===== src/rtl/ddr_sram_bridge.sv =====
// Bridges single-cycle DDR-side requests onto a 1-cycle-latency SRAM port, with
// an optional wait delay and 8-word line bursts for instruction fetch.
module ddr_sram_bridge #(
   parameter int unsigned EXTRA_LAT = 2
) (
   input  logic          clock,
   input  logic          reset_n,
   input  logic          ddr_chip_enable,
   input  logic [18:0]   ddr_index,
   input  logic          ddr_write_enable,
   input  logic          ddr_burst_mode,
   input  logic [63:0]   ddr_opstore_write_mask,
   input  logic [63:0]   ddr_opstore_write_data,
   output logic [63:0]   ddr_opload_read_data,
   output logic [511:0]  ddr_pc_read_inst,
   output logic          ddr_operation_done,
   output logic          ddr_ready,
   output logic          sram_ce,
   output logic          sram_we,
   output logic [18:0]   sram_addr,
   output logic [63:0]   sram_wmask,
   output logic [63:0]   sram_wdata,
   input  logic [63:0]   sram_rdata
);

   typedef enum logic [2:0] {
      StIdle,
      StWait,
      StAccess,
      StCapture,
      StDone
   } state_e;

   state_e        r_state;
   state_e        w_state_next;

   logic [3:0]    r_cnt;
   logic [2:0]    r_beat;
   logic [18:0]   r_idx;
   logic          r_we;
   logic          r_burst;
   logic [63:0]   r_mask;
   logic [63:0]   r_data;

   logic          r_rd_pend;
   logic          r_rd_burst;
   logic [2:0]    r_rd_beat;
   logic [63:0]   r_opload;
   logic [511:0]  r_inst;

   logic          w_accept;
   logic          w_done;
   logic          w_ce;
   logic          w_we;
   logic [18:0]   w_addr;
   logic [63:0]   w_wmask;
   logic [63:0]   w_wdata;

   assign w_accept = (r_state == StIdle) && ddr_chip_enable;

   always_ff @(posedge clock) begin
      if (!reset_n) begin
         r_state <= StIdle;
      end else begin
         r_state <= w_state_next;
      end
   end

   always_comb begin
      w_state_next = r_state;
      ddr_ready    = 1'b0;
      w_done       = 1'b0;
      w_ce         = 1'b0;
      w_we         = 1'b0;
      w_addr       = '0;
      w_wmask      = '0;
      w_wdata      = '0;
      unique case (r_state)
         StIdle: begin
            ddr_ready = 1'b1;
            if (ddr_chip_enable) begin
               w_state_next = (EXTRA_LAT == 0) ? StAccess : StWait;
            end
         end
         StWait: begin
            if (r_cnt <= 4'd1) begin
               w_state_next = StAccess;
            end
         end
         StAccess: begin
            w_ce = 1'b1;
            if (r_we) begin
               w_we         = 1'b1;
               w_addr       = r_idx;
               w_wmask      = r_mask;
               w_wdata      = r_data;
               w_state_next = StDone;
            end else if (r_burst) begin
               // Beat counter replaces the low bits, so the burst stays inside the line.
               w_addr = {r_idx[18:3], r_beat};
               if (r_beat == 3'd7) begin
                  w_state_next = StCapture;
               end
            end else begin
               w_addr       = r_idx;
               w_state_next = StCapture;
            end
         end
         StCapture: begin
            w_state_next = StDone;
         end
         StDone: begin
            w_done       = 1'b1;
            w_state_next = StIdle;
         end
         default: begin
            w_state_next = StIdle;
         end
      endcase
   end

   // Reset blocks SRAM traffic and completion within the very cycle it is asserted.
   assign sram_ce            = w_ce & reset_n;
   assign sram_we            = w_we & reset_n;
   assign sram_addr          = reset_n ? w_addr : 19'd0;
   assign sram_wmask         = reset_n ? w_wmask : 64'd0;
   assign sram_wdata         = reset_n ? w_wdata : 64'd0;
   assign ddr_operation_done = w_done & reset_n;

   always_ff @(posedge clock) begin
      if (!reset_n) begin
         r_cnt   <= '0;
         r_beat  <= '0;
         r_idx   <= '0;
         r_we    <= 1'b0;
         r_burst <= 1'b0;
         r_mask  <= '0;
         r_data  <= '0;
      end else if (w_accept) begin
         r_cnt   <= 4'(EXTRA_LAT);
         r_beat  <= '0;
         r_idx   <= ddr_index;
         r_we    <= ddr_write_enable;
         r_burst <= ddr_burst_mode;
         r_mask  <= ddr_opstore_write_mask;
         r_data  <= ddr_opstore_write_data;
      end else begin
         if (r_state == StWait) begin
            r_cnt <= r_cnt - 4'd1;
         end
         if ((r_state == StAccess) && r_burst && !r_we) begin
            r_beat <= r_beat + 3'd1;
         end
      end
   end

   // Read data returns one cycle after issue; remember where it belongs.
   always_ff @(posedge clock) begin
      if (!reset_n) begin
         r_rd_pend  <= 1'b0;
         r_rd_burst <= 1'b0;
         r_rd_beat  <= '0;
         r_opload   <= '0;
         r_inst     <= '0;
      end else begin
         r_rd_pend  <= w_ce & ~w_we;
         r_rd_burst <= r_burst;
         r_rd_beat  <= r_beat;
         if (r_rd_pend) begin
            if (r_rd_burst) begin
               r_inst[{r_rd_beat, 6'd0} +: 64] <= sram_rdata;
            end else begin
               r_opload <= sram_rdata;
            end
         end
      end
   end

   assign ddr_opload_read_data = r_opload;
   assign ddr_pc_read_inst     = r_inst;

endmodule

===== config.mk =====
export PLATFORM = sky130hd
export DESIGN_NAME = ddr_sram_bridge
export DESIGN_NICKNAME = d
export VERILOG_FILES = /design/src/rtl/ddr_sram_bridge.sv
export SDC_FILE = /design/constraint.sdc
export NUM_CORES = 2
export LEC_CHECK = 0
export CAP_MARGIN = 30
export CORE_AREA = 2 2 370 372
export DETAILED_ROUTE_END_ITERATION = 8
export DIE_AREA = 0 0 372 374
export PLACE_DENSITY = 0.47
export RECOVER_POWER = 50
export SYNTH_ARGS = -nofsm -noshare
export SYNTH_HDL_FRONTEND = slang
export SYNTH_SLANG_ARGS = --single-unit
export TNS_END_PERCENT = 5

===== constraint.sdc =====
create_clock -name clock -period 3.3 [get_ports clock]
set_input_delay 0.33 -clock clock [delete_from_list [all_inputs] [get_ports clock]]
set_output_delay 0.33 -clock clock [all_outputs]
set_load 0.005 [all_outputs]

### Word-level counts from Yosys, hierarchy flattened

Cells that the tools add are included.

| word-level totals | value |
|---|---|
| output and inout bits | 727 |
| input bits | 216 |
| bits in registers | 740 |
| logic and storage cells | 69 |

| cells by class | value |
|---|---|
| eq/ne operators | 8 |
| shift-type cells | 2 |
| reductions and logical operators | 10 |
| bitwise logic cells | 7 |
| $add $sub $neg | 3 |
| multiplexer cells | 24 |
| order comparisons | 1 |

Operators with widths:

| operator | count |
|---|---|
| 512-bit bitwise mux | 1 |
| 64-bit by 11-bit variable shift with 512-bit output, first input constant | 1 |
| 64-bit by 11-bit indexed part select with 512-bit output | 1 |
| 64-bit two-way mux | 6 |
| 19-bit two-way mux | 2 |
| 3-bit two-way mux | 7 |
| 3-bit case mux with 4 select lines | 1 |
| 9-bit negation with 11-bit output | 1 |
| 3-bit by 2-bit equality test with 1-bit output, second input constant | 2 |
| 3-bit equality test, second input constant | 2 |
| 1-bit two-way mux | 5 |
| 1-bit bitwise AND | 4 |
| 4-bit by 1-bit less-or-equal comparator with 1-bit output, second input constant | 1 |
| 2-bit two-way mux | 2 |
| 2-bit != test, second input constant | 2 |
| 4-bit != test, second input constant | 1 |
| 2-bit AND reduction | 2 |
| 4-bit by 1-bit subtractor with 4-bit output, second input constant | 1 |
| 3-bit by 1-bit adder with 3-bit output, second input constant | 1 |
| 3-bit by 1-bit equality test with 1-bit output, second input constant | 1 |
| 1-bit logical AND | 3 |
| 3-bit logical NOT | 1 |
| 1-bit NOT | 3 |
| 3-bit AND reduction | 1 |
| other kinds (3) | 3 |

### Logic depth before layout (Yosys ltp)

| logic depth | value |
|---|---|
| depth after elaboration | 5 |
| gate-level depth with buffers | 11 |
| gate-level depth less buffers | 6 |

### Worst setup path before layout

No wires, ideal clock.

| timing | value |
|---|---|
| kind | register -> register |
| from | register r_rd_beat[0] |
| to | register r_inst[392] (netlist: ddr_pc_read_inst[392]) |
| clock period less this slack | 2.433 ns |
| cell stages (with the launch flop) | 11 |
| data arrival time | 2.361 ns |
| path buffers | 4 |
| slack | 0.867 ns |
| library setup time | 0.072 ns |
| required time | 3.228 ns |
| cell sequence | dfxtp_1 > clkbuf_1 > clkbuf_1 > inv_1 > ha_1 > ha_1 > nand2b_1 > nor3_1 > buf_2 > buf_2 > mux2i_1 |

| between the ends | value |
|---|---|
| word-level cells in the longest chain between the ends | 3 |
| elaborated cells between the ends (all ways) | 4 |
| those cells by class | 1 x add/sub; 2 x shift; 1 x mux |

Ends and longest elaborated chain:

| element | RTL line | RTL |
|---|---|---|
| start, declared | 47 | `logic [2:0] r_rd_beat;` |
| start signal, assigned | 168 | `r_rd_beat <= r_beat;` |
| 9-bit negation with 11-bit output (*) | 171 | `r_inst[{r_rd_beat, 6'd0} +: 64] <= sram_rdata;` |
| 64-bit by 11-bit indexed part select with 512-bit output / 64-bit by 11-bit variable shift with 512-bit output (equally long branches) | 171 |  |
| 512-bit bitwise mux (*) | 171 |  |
| end signal, assigned by index | 171 |  |
| end, declared | 49 | `logic [511:0] r_inst;` |

Every way passes the cells marked *; elsewhere a longest branch is shown, timed or not.
A chain may end at the register's enable or synchronous reset.

### Final worst setup path

| timing | value |
|---|---|
| from | input reset_n |
| to | register r_inst[333] (netlist: ddr_pc_read_inst[333]) |

RTL lines:

| element | RTL line | RTL |
|---|---|---|
| start, declared | 7 | `input logic reset_n,` |

No word-level cell between the ends.

==> impl_metrics.toml <==
[clock_tree]
insertion_delay_ps = 700
cts.sinks = 740
tritoncts = "done"
max-clock-path-buffers = 3
numCtsBuffers = 89
postCtsSetupRepairBufs = 0
cts-htree-levels = 3
path_clk_slew_ps = 60
cts_root_buf = "clkbuf_16"

[critical_path]
startpoint_type = "input pin"
max_stage_delay_ps = 1660
cp_data_arrival_time_ps = 3570
cp_cell_sequence = "dlygate4sd3_1 > buf_8 > inv_4 > clkbuf_4 > a21oi_1"
cp-end-kind = "flip-flop"
worstPathMaxFanout = 165
critPathKind = "input pin to flip-flop"
required_ps = 3760
slowest_stage = "clkbuf_4"

[power_and_ir_drop]
p_leak_nw = 17.3
p_total_mw = 22.0
peakVddDrop_mv = 0.378
power_density_nw_per_um2 = 522

[die]
io_pins = 943
fp.dieH_um = 374
num_rows = 135
fp.dieW_um = 372
die_area_um2 = 139000
start_util = 0.208
core_um2 = 135000

[yosys]
ys_types = 41
syn_area_per_cell_um2 = 8.53
synthArstFlopShare = 0
synth.cell_area_um2 = 28100
synthCells = 3289
ys_ff_latch = 740
synth_edf_count = 0
ys_warn_count = 0
syn_nets = 3512
ys.flop_type = "dfxtp_1"
yosysSeqAreaShare = 0.528

[routing]
post_drt_via_cell_ratio = 4.52
vias = 26700
wire_per_inst_um = 23.2
drc = 0
route.antenna.remaining_nets = 0
drt_iter0_drc = 1874
drt-pass1-iter-count = 5
drt_wl_total_um = 137000

[cells_and_area]
layout-drive-gt1-share = 0.0533
fin_nets = 4281
fillers = 14200
final_util = 0.312
syn_to_final_growth_pct = 50.2

[grt]
grt_max_degree = 166
grt_overflow_total = 0
grt_pass1_vias = 25800
antenna_found_initial = 18
grt_usage = 0.188
grt_pass1_wl_um = 192000

[timing]
rsz0062_at_grt = "no"
setup_tns_ps = 0
max_freq_ghz = 0.322
report.final.slew_viol_count = 329
period_minus_slack_ps = 3110
hold_slack_ps = 182
max_slew.worst_pin.slew_ps = 2140
finalCritPeriodShare = 0.942
relSlewSlack = -0.427
finalHoldViolations = 0
finalSetupViolCount = 0
fin_skew_ps = 22.5

[run_status]
violations = "max-capacitance violations, max-slew violations"
status = "complete, but fails checks"

[run]
cap_viol_max_count = 2

[placement]
hpwl_um = 93800
portBuffers = 942
gp_congestion = 0.812

[hold_path]
hold_class = "input pin to flip-flop"
## registers in the layout, indices dropped and copies added (netlist names)
signal,flops
r_beat,3
r_state,3
ddr_pc_read_inst,512
r_data,64
r_we,1
r_idx,19
r_rd_burst,1
r_mask,64
r_rd_pend,1
ddr_opload_read_data,64
r_cnt,4
r_rd_beat,3
r_burst,1
## kinds of logic (layout without fill, tap and decap cells)
kind of cell	count (synthesis)	after routing	synth area share
buffers and inverters	319	1159	0.0487
adders and majority gates	7	7	0.00312
muxes	259	259	0.0924
other	0	4	0
xor gates and xnor gates	1	1	0.000312
AOI/OAI and AO/OA	723	723	0.130
DFF	740	740	0.528
and+or+nand+nor	1240	1240	0.198
## repair_timing
action,in CTS,in global routing
hold buffers,1,0
gates cloned,1,1
resized for setup,10,0
hold endpoints to repair,18,0
setup endpoints to repair,134,38
## cell type report
class                           instances  area, um2  area share
Multi-Input combinational cell       2230      12000       0.284
Sequential cell                       740      14800       0.352
Inverter                                8       40.0    0.000950
Antenna cell                            4       10.0    0.000238
Timing Repair Buffer                  988      10100       0.239
Clock inverter                         31        328     0.00778
Tap cell                             1781       2230      0.0529
Clock buffer                          131       2660      0.0630
Timing Repair inverter                  1       6.26    0.000148
## stage by stage
stage               area, um2  cells  setup WS, ps
global placement        39100   5744           548
detailed placement      39100   5744           438
CTS                     42200   5908          36.0
global route            42100   5912          20.3
finish                  42100   5914           191
floorplan               28100   3289           867
## cells in the mapped netlist (4+ instances only)
library cell  count  area share
nand2_1         768        0.10
dfxtp_1         740        0.53
a21oi_1         458       0.082
mux2i_1         259       0.092
o21ai_0         249       0.044
nand3_1         242       0.043
clkbuf_1        232       0.031
and3_1          128       0.029
buf_2            52      0.0093
and2_1           39      0.0087
nand4_1          18      0.0040
buf_6            11      0.0044
nor2_1           11      0.0015
buf_1            10      0.0013
o21ai_1          10      0.0018
ha_1              7      0.0031
inv_1             7     0.00094
buf_4             6      0.0016
nor3_1            6      0.0011
nor2b_1           5      0.0011
nand2b_1          4     0.00089
## worst max-delay path: cells and delay by family
family	cells	cell delay, ps
buffers and inverters	4	2960
AOI/OAI and AO/OA	1	100
## cell usage in the layout (no fill, tap or decap), drive strengths merged, types with 2 or more instances in the layout
cell type,Yosys,layout
nor3b,2,2
nor2,11,11
or3,2,2
dfxtp,740,740
nand2b,4,4
nor2b,5,5
clkbuf,232,135
o21ai,259,259
diode,0,4
nand4bb,2,2
a2111o,2,2
or2,3,3
and3,128,128
nor4b,2,2
nor3,6,6
bufinv,0,4
a21oi,458,458
inv,8,17
clkinvlp,0,2
nand3,242,242
ha,7,7
nor4bb,2,2
clkdlybuf4s50,0,386
clkinv,0,17
dlygate4sd3,0,556
o41ai,2,2
nand2,768,768
buf,79,42
and2,39,39
mux2i,259,259
nand4,18,18
## path summary, 6_finish.rpt
check	slack, ps	cells past startpoint	start	to
setup reg to reg	400	4	r_rd_pend$_SDFF_PN0_	ddr_opload_read_data[41]$_SDFFE_PN0P_
hold reg to reg	450	2	ddr_opload_read_data[51]$_SDFFE_PN0P_	ddr_opload_read_data[51]$_SDFFE_PN0P_
hold / removal	180	3	ddr_index[12]	r_idx[12]$_SDFFE_PN0P_
setup / recovery	190	5	reset_n	ddr_pc_read_inst[333]$_SDFFE_PN0P_
## power by group
group          total, mW  switching [mW]  internal [mW]
logic               2.14            1.37          0.761
registers           9.74           0.405           9.33
clock network       10.1            4.21           5.91
total               22.0            5.99           16.0
## metal layers
metal	GRT usage	share of wire	up-vias
met2	0.320	0.49	910
met4	0.0740	0.038	18
li1	-	-	12700
met5	0	0.00091	-
met3	0.0566	0.079	212
met1	0.218	0.39	12900
Note: power is estimated with default switching activity, not from simulation.
